<file path="src/rtl/vmicro16_alu_arb_pkg.sv">
// Shared vmicro16 ISA constants (ALU opcodes, branch conditions) and the
// arbiter FSM state encoding.
package vmicro16_alu_arb_pkg;

    localparam int unsigned ALU_OP_W  = 5;
    localparam int unsigned BR_COND_W = 8;

    localparam logic [ALU_OP_W-1:0] VMICRO16_ALU_ADD = 5'h0A;
    localparam logic [ALU_OP_W-1:0] VMICRO16_ALU_SUB = 5'h0B;
    localparam logic [ALU_OP_W-1:0] VMICRO16_ALU_AND = 5'h0C;
    localparam logic [ALU_OP_W-1:0] VMICRO16_ALU_OR  = 5'h0D;
    localparam logic [ALU_OP_W-1:0] VMICRO16_ALU_XOR = 5'h0E;
    localparam logic [ALU_OP_W-1:0] VMICRO16_ALU_NOT = 5'h0F;
    localparam logic [ALU_OP_W-1:0] VMICRO16_ALU_SHL = 5'h10;
    localparam logic [ALU_OP_W-1:0] VMICRO16_ALU_SHR = 5'h11;
    localparam logic [ALU_OP_W-1:0] VMICRO16_ALU_MOV = 5'h12;
    localparam logic [ALU_OP_W-1:0] VMICRO16_ALU_CMP = 5'h19;

    // Conditions test the flag nibble {N,Z,C,V}; C means unsigned a > b.
    localparam logic [BR_COND_W-1:0] VMICRO16_OP_BR_U  = 8'h00;
    localparam logic [BR_COND_W-1:0] VMICRO16_OP_BR_E  = 8'h01;
    localparam logic [BR_COND_W-1:0] VMICRO16_OP_BR_NE = 8'h02;
    localparam logic [BR_COND_W-1:0] VMICRO16_OP_BR_G  = 8'h03;
    localparam logic [BR_COND_W-1:0] VMICRO16_OP_BR_GE = 8'h04;
    localparam logic [BR_COND_W-1:0] VMICRO16_OP_BR_L  = 8'h05;
    localparam logic [BR_COND_W-1:0] VMICRO16_OP_BR_LE = 8'h06;
    localparam logic [BR_COND_W-1:0] VMICRO16_OP_BR_A  = 8'h07;
    localparam logic [BR_COND_W-1:0] VMICRO16_OP_BR_BE = 8'h08;

    typedef enum logic [1:0] {
        ARB_IDLE = 2'd0,
        ARB_EXEC = 2'd1,
        ARB_RESP = 2'd2
    } arb_state_e;

endpackage

</file>
<file path="src/rtl/branch.sv">
// Branch condition evaluator over the {N,Z,C,V} flag nibble.
module branch
    import vmicro16_alu_arb_pkg::*;
#(
    parameter int unsigned COND_W = 8
) (
    input  logic [3:0]        flags,
    input  logic [COND_W-1:0] cond,
    output logic              en
);

    logic fn, fz, fc, fv;

    always_comb begin
        {fn, fz, fc, fv} = flags;
        en = 1'b0;
        case (cond)
            COND_W'(VMICRO16_OP_BR_U):  en = 1'b1;
            COND_W'(VMICRO16_OP_BR_E):  en = fz;
            COND_W'(VMICRO16_OP_BR_NE): en = !fz;
            COND_W'(VMICRO16_OP_BR_G):  en = !fz && (fn == fv);
            COND_W'(VMICRO16_OP_BR_GE): en = (fn == fv);
            COND_W'(VMICRO16_OP_BR_L):  en = (fn != fv);
            COND_W'(VMICRO16_OP_BR_LE): en = fz || (fn != fv);
            COND_W'(VMICRO16_OP_BR_A):  en = fc;
            COND_W'(VMICRO16_OP_BR_BE): en = !fc;
            default:                    en = 1'b0;
        endcase
    end

endmodule

</file>
<file path="src/rtl/vmicro16_alu.sv">
// Shared vmicro16 ALU: purely combinational, compare packs N,Z,C,V into c[3:0].
module vmicro16_alu
    import vmicro16_alu_arb_pkg::*;
#(
    parameter int unsigned DATA_W = 16,
    parameter int unsigned OP_W   = 5
) (
    input  logic [OP_W-1:0]   op,
    input  logic [DATA_W-1:0] a,
    input  logic [DATA_W-1:0] b,
    output logic [DATA_W-1:0] c
);

    logic [DATA_W-1:0] diff;
    logic              fn, fz, fc, fv;

    always_comb begin
        diff = a - b;
        fn   = diff[DATA_W-1];
        fz   = (diff == '0);
        fc   = (a > b);
        fv   = (a[DATA_W-1] != b[DATA_W-1]) && (diff[DATA_W-1] != a[DATA_W-1]);
        c    = '0;
        case (op)
            OP_W'(VMICRO16_ALU_ADD): c = a + b;
            OP_W'(VMICRO16_ALU_SUB): c = diff;
            OP_W'(VMICRO16_ALU_AND): c = a & b;
            OP_W'(VMICRO16_ALU_OR):  c = a | b;
            OP_W'(VMICRO16_ALU_XOR): c = a ^ b;
            OP_W'(VMICRO16_ALU_NOT): c = ~a;
            OP_W'(VMICRO16_ALU_SHL): c = a << b[3:0];
            OP_W'(VMICRO16_ALU_SHR): c = a >> b[3:0];
            OP_W'(VMICRO16_ALU_MOV): c = b;
            OP_W'(VMICRO16_ALU_CMP): c = DATA_W'({fn, fz, fc, fv});
            default:                 c = '0;
        endcase
    end

endmodule

</file>
<file path="src/rtl/vmicro16_rr_pick.sv">
// Combinational round-robin picker: first set req bit at or above ptr, wrapping.
module vmicro16_rr_pick #(
    parameter int unsigned CORES = 4
) (
    input  logic [CORES-1:0]         req,
    input  logic [$clog2(CORES)-1:0] ptr,
    output logic                     valid_c,
    output logic [$clog2(CORES)-1:0] idx_c
);

    localparam int unsigned PTR_W = $clog2(CORES);

    logic [PTR_W-1:0] j;

    always_comb begin
        valid_c = 1'b0;
        idx_c   = '0;
        j       = '0;
        for (int unsigned i = 0; i < CORES; i++) begin
            j = PTR_W'((32'(ptr) + i) % CORES);
            if (!valid_c && req[j]) begin
                valid_c = 1'b1;
                idx_c   = j;
            end
        end
    end

endmodule

</file>
<file path="src/rtl/vmicro16_alu_arb.sv">
// Round-robin arbiter sharing one vmicro16_alu and one branch evaluator
// among CORES requesters; IDLE -> EXEC -> RESP per operation.
module vmicro16_alu_arb
    import vmicro16_alu_arb_pkg::*;
#(
    parameter int unsigned CORES  = 4,
    parameter int unsigned DATA_W = 16,
    parameter int unsigned OP_W   = 5,
    parameter int unsigned COND_W = 8
) (
    input  logic                       clk,
    input  logic                       reset,
    input  logic [CORES-1:0]           req,
    input  logic [CORES*OP_W-1:0]      op,
    input  logic [CORES*DATA_W-1:0]    a,
    input  logic [CORES*DATA_W-1:0]    b,
    input  logic [CORES*COND_W-1:0]    cond,
    output logic [CORES-1:0]           gnt,
    output logic [CORES-1:0]           rvalid,
    output logic [DATA_W-1:0]          rdata,
    output logic                       ren,
    output logic                       busy
);

    localparam int unsigned PTR_W = $clog2(CORES);

    arb_state_e          state_q, state_d;
    logic [PTR_W-1:0]    ptr_q, ptr_d;
    logic [PTR_W-1:0]    owner_q, owner_d;
    logic [OP_W-1:0]     op_q, op_d;
    logic [DATA_W-1:0]   a_q, a_d;
    logic [DATA_W-1:0]   b_q, b_d;
    logic [COND_W-1:0]   cond_q, cond_d;
    logic [CORES-1:0]    gnt_q, gnt_d;
    logic [CORES-1:0]    rvalid_q, rvalid_d;
    logic [DATA_W-1:0]   rdata_q, rdata_d;
    logic                ren_q, ren_d;
    logic                busy_q, busy_d;

    logic                pick_valid;
    logic [PTR_W-1:0]    pick_idx;
    logic [DATA_W-1:0]   alu_c;
    logic                br_en;

    vmicro16_rr_pick #(.CORES(CORES)) u_pick (
        .req     (req),
        .ptr     (ptr_q),
        .valid_c (pick_valid),
        .idx_c   (pick_idx)
    );

    vmicro16_alu #(.DATA_W(DATA_W), .OP_W(OP_W)) u_alu (
        .op (op_q),
        .a  (a_q),
        .b  (b_q),
        .c  (alu_c)
    );

    branch #(.COND_W(COND_W)) u_branch (
        .flags (alu_c[3:0]),
        .cond  (cond_q),
        .en    (br_en)
    );

    always_ff @(posedge clk or negedge reset) begin
        if (!reset) begin
            state_q  <= ARB_IDLE;
            ptr_q    <= '0;
            owner_q  <= '0;
            op_q     <= '0;
            a_q      <= '0;
            b_q      <= '0;
            cond_q   <= '0;
            gnt_q    <= '0;
            rvalid_q <= '0;
            rdata_q  <= '0;
            ren_q    <= 1'b0;
            busy_q   <= 1'b0;
        end else begin
            state_q  <= state_d;
            ptr_q    <= ptr_d;
            owner_q  <= owner_d;
            op_q     <= op_d;
            a_q      <= a_d;
            b_q      <= b_d;
            cond_q   <= cond_d;
            gnt_q    <= gnt_d;
            rvalid_q <= rvalid_d;
            rdata_q  <= rdata_d;
            ren_q    <= ren_d;
            busy_q   <= busy_d;
        end
    end

    // Pulses default low; rdata/ren hold until the next EXEC.
    always_comb begin
        state_d  = state_q;
        ptr_d    = ptr_q;
        owner_d  = owner_q;
        op_d     = op_q;
        a_d      = a_q;
        b_d      = b_q;
        cond_d   = cond_q;
        gnt_d    = '0;
        rvalid_d = '0;
        rdata_d  = rdata_q;
        ren_d    = ren_q;
        busy_d   = busy_q;
        case (state_q)
            ARB_IDLE: begin
                busy_d = 1'b0;
                if (pick_valid) begin
                    owner_d = pick_idx;
                    op_d    = op[32'(pick_idx) * OP_W +: OP_W];
                    a_d     = a[32'(pick_idx) * DATA_W +: DATA_W];
                    b_d     = b[32'(pick_idx) * DATA_W +: DATA_W];
                    cond_d  = cond[32'(pick_idx) * COND_W +: COND_W];
                    gnt_d   = CORES'(1) << pick_idx;
                    busy_d  = 1'b1;
                    state_d = ARB_EXEC;
                end
            end
            ARB_EXEC: begin
                rdata_d  = alu_c;
                ren_d    = br_en;
                rvalid_d = CORES'(1) << owner_q;
                busy_d   = 1'b1;
                state_d  = ARB_RESP;
            end
            ARB_RESP: begin
                ptr_d   = (owner_q == PTR_W'(CORES - 1)) ? '0 : owner_q + PTR_W'(1);
                busy_d  = 1'b0;
                state_d = ARB_IDLE;
            end
            default: begin
                busy_d  = 1'b0;
                state_d = ARB_IDLE;
            end
        endcase
    end

    assign gnt    = gnt_q;
    assign rvalid = rvalid_q;
    assign rdata  = rdata_q;
    assign ren    = ren_q;
    assign busy   = busy_q;

endmodule
</file>
<file path="config.mk">
export PLATFORM = sky130hd
export DESIGN_NAME = vmicro16_alu_arb
export DESIGN_NICKNAME = d
export VERILOG_FILES = /design/src/rtl/vmicro16_alu_arb_pkg.sv /design/src/rtl/branch.sv /design/src/rtl/vmicro16_alu.sv /design/src/rtl/vmicro16_rr_pick.sv /design/src/rtl/vmicro16_alu_arb.sv
export SDC_FILE = /design/constraint.sdc
export NUM_CORES = 1
export LEC_CHECK = 0
export BUFFER_PORTS_ARGS = -buffer_cell sky130_fd_sc_hd__buf_4
export CORE_UTILIZATION = 45
export CTS_CLUSTER_DIAMETER = 100
export DETAILED_ROUTE_END_ITERATION = 6
export PLACE_DENSITY = 0.74
export SYNTH_ARGS = -nofsm -noshare
export SYNTH_HDL_FRONTEND = slang
export SYNTH_SLANG_ARGS = --single-unit
</file>
<file path="constraint.sdc">
create_clock -name clk -period 8.4 [get_ports clk]
set_clock_uncertainty 0.2 [all_clocks]
set_input_delay 0 -clock clk [delete_from_list [all_inputs] [get_ports clk]]
set_output_delay 0 -clock clk [all_outputs]
set_load 0.05 [all_outputs]
</file>
==> out/metrics.cfg, run 1 <==
[power]
p_leak_nw = 5.30
pwr-share-seq_pct = 15.5
pwr-share-clk_pct = 8.9
p_per_area_nw_per_um2 = 437
combPwrFrac_pct = 75.6
p_sw_share_pct = 55.4
p_int_mw = 2.31
irDropWorstVdd_uv = 199
power.switching_mw = 2.86

[routing]
detail-route-antenna-nets = 0
wirelength_um = 34600
viasPerCell = 6.06
drcViolationCount = 0
wl_per_cell_um = 19.9
drt_iter0_markers = 973
vias = 10500
first_pass_iters = 6

[final_layout]
areaGrowthSynthToFinish_pct = 38.7
final_area_um2 = 11800
fin_cells = 1739
fin_util_pct = 64.8
antenna_cells = 0
drive_above_1_share_pct = 17.9
layout.nets = 1746

[worst_setup_path]
crit_chain = buf_4, clkinv_1, fa_1, nor2b_1, o21ai_0, a21oi_1, nor2_1, o221ai_1, a211o_1, mux2i_1, a2111oi_0, and3_1, o32ai_2
cp.required_ns = 8.44
worstSetupStartpointType = flop
slowest_stage = fa_1
end_kind = flop
critPathMaxStageDelay_ns = 0.71
cp.arrival_ns = 5.07
cp_max_fo = 32
critPathKind = flop to flop

[synth]
synthesis.area_um2 = 8530
synth_area_leader_cell = dfrtp_1
yosysUniqueCellTypes = 77
ys_async_sr_fraction_pct = 100
synth_top_area_share_pct = 22.6
ys_warn_count = 0
synth_seq_cells = 77
syn_nets = 1469
ys_seq_area_share_pct = 22.6
synth_area_leaders = dfrtp_1, nor2_1, ha_1
syn_inst = 1228
syn_avg_cell_area_um2 = 6.95
synth_edf_count = 0
ys.flop_type = dfrtp_1

[hold_path]
hp-class = input pin to flop

[clocking]
clock_latency_ns = 0.37
clockBufferDepth = 2
cts_buffers = 9
numClockSinks = 77
cts_tree = done
h-tree-depth = 3
cts_root_buf = clkbuf_16
post_cts_buffers = 0
path_clk_slew_ns = 0.07

[timing]
totalNegativeSetupSlack_ns = 0
tightest_slew_ns = 1.04
setup_ws_ns = 3.37
finalSetupViolations = 0
slew_violations = 0
relSlewSlack_pct = 30.3
finalHoldViolCount = 1
rsz0062_at_grt = no
period_needed_ns = 5.03
timing.hold.ws_ns = -0.0235
max_freq_mhz = 199
period_share_pct = 59.9

[global_route]
grt_pass1_wl_um = 54500
grt_usage_pct = 35.9
grt_pass1_vias = 9998
grt-ovfl-total = 0
grt_max_degree = 96
antenna_found_initial = 0

[place]
routabilityCongestion = 1.01
dpl.hpwl_um = 24900
dpl_worst_slack_ns = 3.51
dpl.cell_count = 1591
io_buffers = 211
place_area_um2 = 10200

[floorplan]
io_pins = 212
die_y_um = 140
die_w_um = 140
start_util_pct = 46.7
rows = 49
fp.dieArea_um2 = 19500
core_area_um2 = 18300

[outcome]
failed_checks = negative hold slack
status = finished with violations

[run]
cap_violations = 0

==> timing repair <==
action,in CTS,in global routing
hold endpoints to repair,122,0
hold buffers,132,0
resized for setup,0,0
endpoints found under the setup margin,0,0
==> cell type report <==
type | count | area [µm²]
clock inverter | 7 | 116
clock buffer | 9 | 225
timing repair buffer | 355 | 3000
tap | 229 | 287
multi-input combinational | 1004 | 6070
sequential | 77 | 1930
fill | 1567 | 6440
inverter | 58 | 218
==> placed cells by master (no fill, tap or decap), types with 5 or more instances in the layout <==
| master | n |
|---|---|
| a2111oi_0 | 5 |
| a211o_1 | 6 |
| a211oi_1 | 23 |
| a21o_1 | 9 |
| a21oi_1 | 65 |
| a221oi_1 | 7 |
| a22oi_1 | 7 |
| a31oi_1 | 13 |
| and2_1 | 6 |
| and3_1 | 8 |
| buf_4 | 223 |
| clkbuf_16 | 9 |
| clkinv_1 | 5 |
| dfrtp_1 | 77 |
| dlygate4sd3_1 | 132 |
| ha_1 | 53 |
| inv_1 | 53 |
| mux2_2 | 8 |
| mux2i_1 | 21 |
| mux4_2 | 9 |
| nand2_1 | 171 |
| nand2b_1 | 15 |
| nand3_1 | 63 |
| nand4_1 | 9 |
| nor2_1 | 202 |
| nor2b_1 | 14 |
| nor3_1 | 22 |
| nor4_1 | 9 |
| o211ai_1 | 45 |
| o21ai_0 | 98 |
| o22ai_1 | 13 |
| o31ai_1 | 7 |
| or3_1 | 6 |
| or4_1 | 6 |
| xnor2_1 | 11 |
==> worst max-delay path, delay by kind of cell, from the launching register on <==
kind,cells,cell delay (ns)
flops,1,0.32
compound gates,6,1.65
mux,1,0.13
buf+inv,2,1.00
simple gates,3,0.89
fa+ha+maj,1,0.71
==> state kept, by name (all words and copies together), names as in the netlist <==
register and cells:
a_q 16, b_q 16, rdata 16, cond_q 8, op_q 5, gnt 4, rvalid 4, owner_q 2
ptr_q 2, state_q 2, busy 1, ren 1
==> Yosys cell counts (all sizes together), types with 4 or more instances <==
master,n
o21ai,103
a211o,7
nand2b,15
nor4,9
o31ai,8
dfrtp,77
a31oi,13
nor3,22
mux4,9
a2111oi,5
nor2,202
or4,6
mux2,10
ha,53
o21bai,5
o211ai,45
clkinv,5
or3,6
a221oi,7
nand2,171
buf,15
a22oi,7
mux2i,21
nand4,9
clkbuf,74
and3,9
xnor2,11
o22ai,14
inv,53
nor2b,14
nand3,63
or2,4
and2,6
a211oi,24
a21o,9
a21oi,65
==> layer usage <==
layer / track usage (%) / part of all wire, % / vias up / routed length, µm
met1: 46.8 / 42 / 4949 / 14400
li1: - / - / 4931 / -
met3: 6.64 / 8.9 / 90 / 3080
met5: 0 / 0 / - / 0
met4: 16.4 / 4.1 / 0 / 1400
met2: 57.6 / 45 / 567 / 15700
==> power groups by stage <==
stage	Combinational [mW]	Clock (mW)	Sequential, mW
after floorplan	2.46	0	0.821
after global placement	3.50	0	0.793
after detailed placement	3.50	0	0.797
after CTS	3.80	0.463	0.791
after global routing	4.24	0.479	0.825
final	3.91	0.461	0.803
==> through the flow <==
step	hold WS (ns)	total power, mW
after global routing	0.0299	5.55
after floorplan	-0.496	3.28
after CTS	0.00714	5.05
after global placement	0.0133	4.29
final	-0.0235	5.17
after detailed placement	0.0212	4.29
==> path summary, 6_finish.rpt <==
| check | from | to | slack, ns | cells after the start |
|---|---|---|---|---|
| worst max-delay path | b_q[1]$_DFFE_PN0P_ | ren$_DFFE_PN0P_ | 3.37 | 13 |
| worst min-delay path | b[52] | b_q[4]$_DFFE_PN0P_ | -0.02 | 5 |
| worst max register to register | b_q[1]$_DFFE_PN0P_ | ren$_DFFE_PN0P_ | 3.37 | 13 |
| worst min register to register | state_q[1]$_DFFE_PN0P_ | busy$_DFF_PN0_ | 0.27 | 1 |
| max in group asynchronous | reset | b_q[6]$_DFFE_PN0P_ | 7.20 | 2 |
| min in group asynchronous | reset | gnt[2]$_DFF_PN0_ | 0.14 | 2 |
==> cells by family after synthesis <==
family,synth area share (%)
compound gates,26.4
flops,22.6
fa+ha+maj,8.24
mux,6.16
xor+xnor,1.33
buf+inv,6.66
simple gates,28.6
(Power assumes the default switching activity.)
==> inputs of run 2 (changes only) <==
- ABC_AREA: default -> 1
- clock period: 8.4 -> 4.7 ns (I/O delays scaled with it)
==> out/metrics.cfg, run 2 <==
[timing]
finalHoldViolCount = 0  ; was 1
finalSetupViolations = 0  ; unchanged
totalNegativeSetupSlack_ns = 0  ; unchanged
max_freq_mhz = 229  ; was 199 MHz
rsz0062_at_grt = no  ; unchanged
setup_ws_ns = 0.341  ; was 3.37 ns
tightest_slew_ns = 1.09  ; was 1.04 ns
period_needed_ns = 4.36  ; was 5.03 ns
relSlewSlack_pct = 26.6  ; was 30.3%
slew_violations = 0  ; unchanged
period_share_pct = 92.8  ; was 59.9%

[final_layout]
fin_cells = 1927  ; was 1739
final_cell_mix = nand2_1, buf_4, nor2_1, inv_1, dlygate4sd3_1  ; was buf_4, nor2_1, nand2_1, dlygate4sd3_1, o21ai_0
antenna_cells = 0  ; unchanged
layout.nets = 1929  ; was 1746
areaGrowthSynthToFinish_pct = 37.3  ; was 38.7%
fill_cells = 1711  ; was 1567
final_common_cell = nand2_1  ; was buf_4
drive_above_1_share_pct = 17.0  ; was 17.9%

[place]
io_buffers = 211  ; unchanged
dpl.cell_count = 1780  ; was 1591
dpl_worst_slack_ns = 1.26  ; was 3.51 ns
dpl.hpwl_um = 27600  ; was 24900 µm
routabilityCongestion = 1.04  ; was 1.01

[synth]
syn_avg_cell_area_um2 = 6.22  ; was 6.95 µm²
synth_common_cells = nand2_1, nor2_1, inv_1  ; was nor2_1, nand2_1, o21ai_0
synth_seq_cells = 77  ; unchanged
yosysUniqueCellTypes = 53  ; was 77
synthesis.area_um2 = 8640  ; was 8530 µm²
synth_area_leader_cell = dfrtp_1  ; unchanged
ys.flop_type = dfrtp_1  ; unchanged
ys_seq_area_share_pct = 22.3  ; was 22.6%
ys_async_sr_fraction_pct = 100  ; unchanged
synth_top_area_share_pct = 22.3  ; was 22.6%
synth_area_leaders = dfrtp_1, nand2_1, ha_1  ; was dfrtp_1, nor2_1, ha_1
syn_nets = 1630  ; was 1469
ys_warn_count = 0  ; unchanged
syn_inst = 1389  ; was 1228
synth_edf_count = 0  ; unchanged
yosysMostFrequentCell = nand2_1  ; was nor2_1

[routing]
wirelength_um = 37600  ; was 34600 µm
drcViolationCount = 0  ; unchanged
detail-route-antenna-nets = 0  ; unchanged
vias = 11100  ; was 10500
wl_per_cell_um = 19.5  ; was 19.9 µm
first_pass_iters = 5  ; was 6
viasPerCell = 5.77  ; was 6.06
drt_iter0_markers = 1029  ; was 973

[clocking]
cts_buffers = 9  ; unchanged
post_cts_buffers = 0  ; unchanged
cts-resized-gates = 0  ; unchanged
path_clk_slew_ns = 0.07  ; about the same
cts_root_buf = clkbuf_16  ; unchanged
cts_tree = done  ; unchanged
clockBufferDepth = 2  ; unchanged
clock_latency_ns = 0.36  ; was 0.37 ns
numClockSinks = 77  ; unchanged
h-tree-depth = 3  ; unchanged

[power]
p_per_area_nw_per_um2 = 956  ; was 437 nW/µm²
p_total_mw = 11.3  ; was 5.17 mW
irDropWorstVdd_uv = 598  ; was 199 µV
p_leak_nw = 5.83  ; was 5.30 nW

[worst_setup_path]
reg2reg_slack_ns = 0.34  ; was 3.37 ns
rr_startpoint = ptr_q[0]$_DFFE_PN0N_  ; was b_q[1]$_DFFE_PN0P_
cp.required_ns = 4.79  ; was 8.44 ns
cp_max_fo = 69  ; was 32
critPathBufInv = 5  ; was 2
critPathKind = flop to flop  ; unchanged
end_kind = flop  ; unchanged
cp_top_family = buffers and inverters  ; was compound AO/OA/AOI/OAI gates
critPathMaxStageDelay_ns = 0.62  ; was 0.71 ns
slowest_stage = dlygate4sd3_1  ; was fa_1
reg2regPathDepth = 15  ; was 13
reg2reg_to = b_q[8]$_DFFE_PN0P_  ; was ren$_DFFE_PN0P_
crit_chain = xor2_1, o21ai_2, nor2_4, nand2_2, nor2_2, inv_2, nand2_2, nand2_4, inv_4, buf_4, o21a_1, o21ai_0, dlygate4sd3_1, o211ai_1, dlygate4sd3_1  ; was buf_4, clkinv_1, fa_1, nor2b_1, o21ai_0, a21oi_1, nor2_1, o221ai_1, a211o_1, mux2i_1, a2111oi_0, and3_1, o32ai_2
cp.arrival_ns = 4.45  ; was 5.07 ns
worstSetupStartpointType = flop  ; unchanged

[global_route]
grt_max_degree = 89  ; was 96
grt-ovfl-total = 0  ; unchanged
grt_pass1_wl_um = 58200  ; was 54500 µm
grt_pass1_vias = 10800  ; was 9998
antenna_found_initial = 0  ; unchanged
grt_usage_pct = 38.5  ; was 35.9%

[hold_path]
hp-class = input pin to asynchronous set/reset pin  ; was input pin to flop

[floorplan]
io_pins = 212  ; unchanged
die_y_um = 141  ; was 140 µm
die_w_um = 141  ; was 140 µm
fp.dieArea_um2 = 19800  ; was 19500 µm²
rows = 50  ; was 49
start_util_pct = 46.0  ; was 46.7%
core_area_um2 = 18800  ; was 18300 µm²

[run]
cap_violations = 0  ; unchanged

[outcome]
status = finished clean  ; was finished with violations

[run 2: changes by cell type after synthesis, moves of 27 or more]
| cell | change |
|---|---|
| o21ai_1 | +46 |
| o21a_1 | +27 |
| inv_1 | +96 |
| clkbuf_1 | -45 |
| nor2_1 | -50 |
| nand3_1 | +39 |
| nand2_1 | +182 |
[run 2: metrics by stage]
stage               hold WS (ns)  utilization [%]  area, µm²
floorplan                 -0.496                -       8640
global placement          -0.388             54.6      10300
detailed placement        -0.384             54.6      10300
CTS                        0.243             63.2      11900
global route               0.287             63.2      11900
finish                     0.207             63.2      11900
[run 2: layout make-up]
class	instances	area [µm²]	area share, %
tap	234	293	2.47
timing repair buffer	358	3020	25.4
clock buffer	9	225	1.90
multi-input combinational	1086	5740	48.4
inverter	156	591	4.98
clock inverter	7	73.8	0.622
sequential	77	1930	16.2
[run 2: worst register-to-register path: cells and delay by family (launching register included)]
family	cells	cell delay (ns)
compound gates	4	0.51
xor+xnor	1	0.42
flops	1	0.58
simple gates	5	0.44
buf+inv	5	2.15
[run 2: metal layers]
layer  global-route usage, %  part of all wire, %
met5                       0                    0
met4                    19.5                  4.5
met3                    7.61                  8.1
met2                    63.4                   47
met1                    48.1                   41
[run 2: timing repair]
action,CTS,global route
endpoints found under the hold margin,122,0
endpoints found under the setup margin,0,0
hold buffers,131,0
[run 2: kinds of logic (layout without fill, tap and decap cells)]
logic type | count (synthesis) | in the layout | synth area share [%]
DFF | 77 | 77 | 22.3
adders and majority gates | 55 | 55 | 8.14
and+or+nand+nor | 677 | 677 | 33.5
xor gates and xnor gates | 3 | 3 | 0.304
buffers and inverters | 226 | 530 | 11.3
AOI/OAI and AO/OA | 351 | 351 | 24.4
[run 2: worst max-delay path by stage]
stage	startpoint	cells after the start	to
final	ptr_q[0]$_DFFE_PN0N_	15	b_q[8]$_DFFE_PN0P_
after global routing	ptr_q[0]$_DFFE_PN0N_	14	b_q[8]$_DFFE_PN0P_
after CTS	ptr_q[0]$_DFFE_PN0N_	15	b_q[8]$_DFFE_PN0P_
after detailed placement	b_q[0]$_DFFE_PN0P_	19	ren$_DFFE_PN0P_
after global placement	b_q[3]$_DFFE_PN0P_	17	ren$_DFFE_PN0P_
after floorplan	b_q[2]$_DFFE_PN0P_	26	ren$_DFFE_PN0P_
[run 2: power breakdown]
part	switching [mW]	internal [mW]	total, mW	leakage [nW]
Clock	0.319	0.415	0.734	0.146
Sequential	0.477	0.984	1.46	0.945
Combinational	5.73	3.42	9.15	4.74
==> inputs of run 3 (changes only) <==
- MAX_ROUTING_LAYER: default -> met4
==> out/metrics.cfg, run 3 (synthesized netlist as in run 2, its figures left out) <==
[clocking]
cts_buffers = 9  ; unchanged
numClockSinks = 77  ; unchanged
cts_tree = done  ; unchanged
h-tree-depth = 3  ; unchanged
cts_root_buf = clkbuf_16  ; unchanged
clock_latency_ns = 0.35  ; was 0.36 ns
clockBufferDepth = 2  ; unchanged
path_clk_slew_ns = 0.06  ; was 0.07 ns

[hold_path]
hp-class = input pin to asynchronous set/reset pin  ; unchanged

[floorplan]
core_area_um2 = 18800  ; unchanged
fp.dieArea_um2 = 19800  ; unchanged
io_pins = 212  ; unchanged
die_y_um = 141  ; unchanged
die_w_um = 141  ; unchanged
rows = 50  ; unchanged
start_util_pct = 46.0  ; unchanged

[global_route]
antenna_found_initial = 0  ; unchanged
grt-ovfl-total = 0  ; unchanged
grt_pass1_wl_um = 58500  ; was 58200 µm
grt_usage_pct = 39.8  ; was 38.5%
grt_max_degree = 68  ; was 89
grt_pass1_vias = 10800  ; about the same

[place]
io_buffers = 211  ; unchanged
dpl.hpwl_um = 27400  ; was 27600 µm
dpl.cell_count = 1778  ; was 1780
routabilityCongestion = 1.02  ; was 1.04
place_area_um2 = 10200  ; was 10300 µm²

[outcome]
status = finished clean  ; unchanged

[timing]
period_share_pct = 93.4  ; was 92.8%
relSlewSlack_pct = 35.1  ; was 26.6%
rsz0062_at_grt = no  ; unchanged
finalHoldViolCount = 0  ; unchanged
slew_violations = 0  ; unchanged
max_freq_mhz = 228  ; was 229 MHz
finalSetupViolations = 0  ; unchanged
period_needed_ns = 4.39  ; was 4.36 ns
tightest_slew_ns = 0.964  ; was 1.09 ns
totalNegativeSetupSlack_ns = 0  ; unchanged

[final_layout]
final_common_cell = nand2_1  ; unchanged
antenna_cells = 0  ; unchanged
final_cell_mix = nand2_1, buf_4, nor2_1, inv_1, dlygate4sd3_1  ; unchanged
fin_cells = 1927  ; unchanged
areaGrowthSynthToFinish_pct = 37.5  ; was 37.3%
layout.nets = 1929  ; unchanged
drive_above_1_share_pct = 16.9  ; was 17.0%
fin_util_pct = 63.3  ; was 63.2%
final_area_um2 = 11900  ; about the same

[worst_setup_path]
worstSetupStartpointType = flop  ; unchanged
reg2reg_to = cond_q[5]$_DFFE_PN0P_  ; was b_q[8]$_DFFE_PN0P_
rr_startpoint = ptr_q[0]$_DFFE_PN0N_  ; unchanged
cp.required_ns = 4.79  ; about the same
reg2regPathDepth = 15  ; unchanged
critPathKind = flop to flop  ; unchanged
cp.arrival_ns = 4.47  ; was 4.45 ns
cp_max_fo = 67  ; was 69
reg2reg_slack_ns = 0.31  ; was 0.34 ns
end_kind = flop  ; unchanged
startpoint = ptr_q[0]$_DFFE_PN0N_  ; unchanged

[routing]
detail-route-antenna-nets = 0  ; unchanged
viasPerCell = 5.73  ; was 5.77
vias = 11100  ; about the same
top_layer_used = met4  ; unchanged
wl_per_cell_um = 19.5  ; about the same
met1_length_um = 15200  ; was 15300 µm
drcViolationCount = 0  ; unchanged
wirelength_um = 37500  ; was 37600 µm
first_pass_iters = 6  ; was 5
wl_met2_um = 17200  ; was 17600 µm
drt_iter0_markers = 965  ; was 1029
dr_wl_met3_um = 3340  ; was 3050 µm

[run]
cap_violations = 0  ; unchanged

## run 3: cell types whose count changed in the layout (fill, tap and decap cells not counted), sizes merged
cell and delta:
buf -2, clkinv -2, dlygate4sd3 +2, clkinvlp +1, inv +1
## run 3: worst max-delay path by stage
stage	end	slack, ns	cells after the start
finish	cond_q[5]$_DFFE_PN0P_	0.31	15
global route	cond_q[1]$_DFFE_PN0P_	0.05	14
CTS	b_q[7]$_DFFE_PN0P_	0.28	15
detailed placement	ren$_DFFE_PN0P_	1.28	19
global placement	ren$_DFFE_PN0P_	1.34	22
floorplan	ren$_DFFE_PN0P_	1.43	26
## run 3: layout make-up
| class | count | area, µm² |
|---|---|---|
| tap | 234 | 293 |
| sequential | 77 | 1930 |
| clock buffer | 9 | 225 |
| multi-input combinational | 1086 | 5740 |
| inverter | 156 | 593 |
| clock inverter | 7 | 82.6 |
| timing repair buffer | 358 | 3020 |
| fill | 1659 | 6890 |
## run 3: what timing repair did
item | CTS | global route
resized for setup | 0 | 1
setup buffers | 0 | 0
hold buffers | 133 | 0
setup endpoints to repair | 0 | 13
hold endpoints to repair | 122 | 0
## run 3: per-stage QoR
step                      hold WS (ns)  setup slack [ns]
after global placement          -0.363              1.34
after floorplan                 -0.496              1.43
after global routing             0.296            0.0546
final                            0.224             0.311
after detailed placement        -0.356              1.28
after CTS                        0.231             0.284
## run 3: routing by layer
layer / vias up / track usage [%]
li1: 5234 / -
met1: 5084 / 48.7
met2: 613 / 63.7
met3: 119 / 7.24
met4: 0 / 18.9
met5: - / -
## run 3: worst max-delay path: stages (launching register included)
cell           delay [ns]
dfrtp_1              0.60
xor2_1               0.40
o21ai_2              0.14
nor2_4               0.12
nand2_2              0.06
nor2_2               0.12
inv_2                0.06
nand2_2              0.07
nand2_4              0.21
inv_6                0.45
buf_4                0.36
o21a_1               0.17
o21ai_0              0.08
dlygate4sd3_1        0.59
o211ai_1             0.10
dlygate4sd3_1        0.57
Power of run 3 is left out: the tool's default activity adds up to more than one toggle a clock period on the data nets, which glitch-free logic cannot reach.
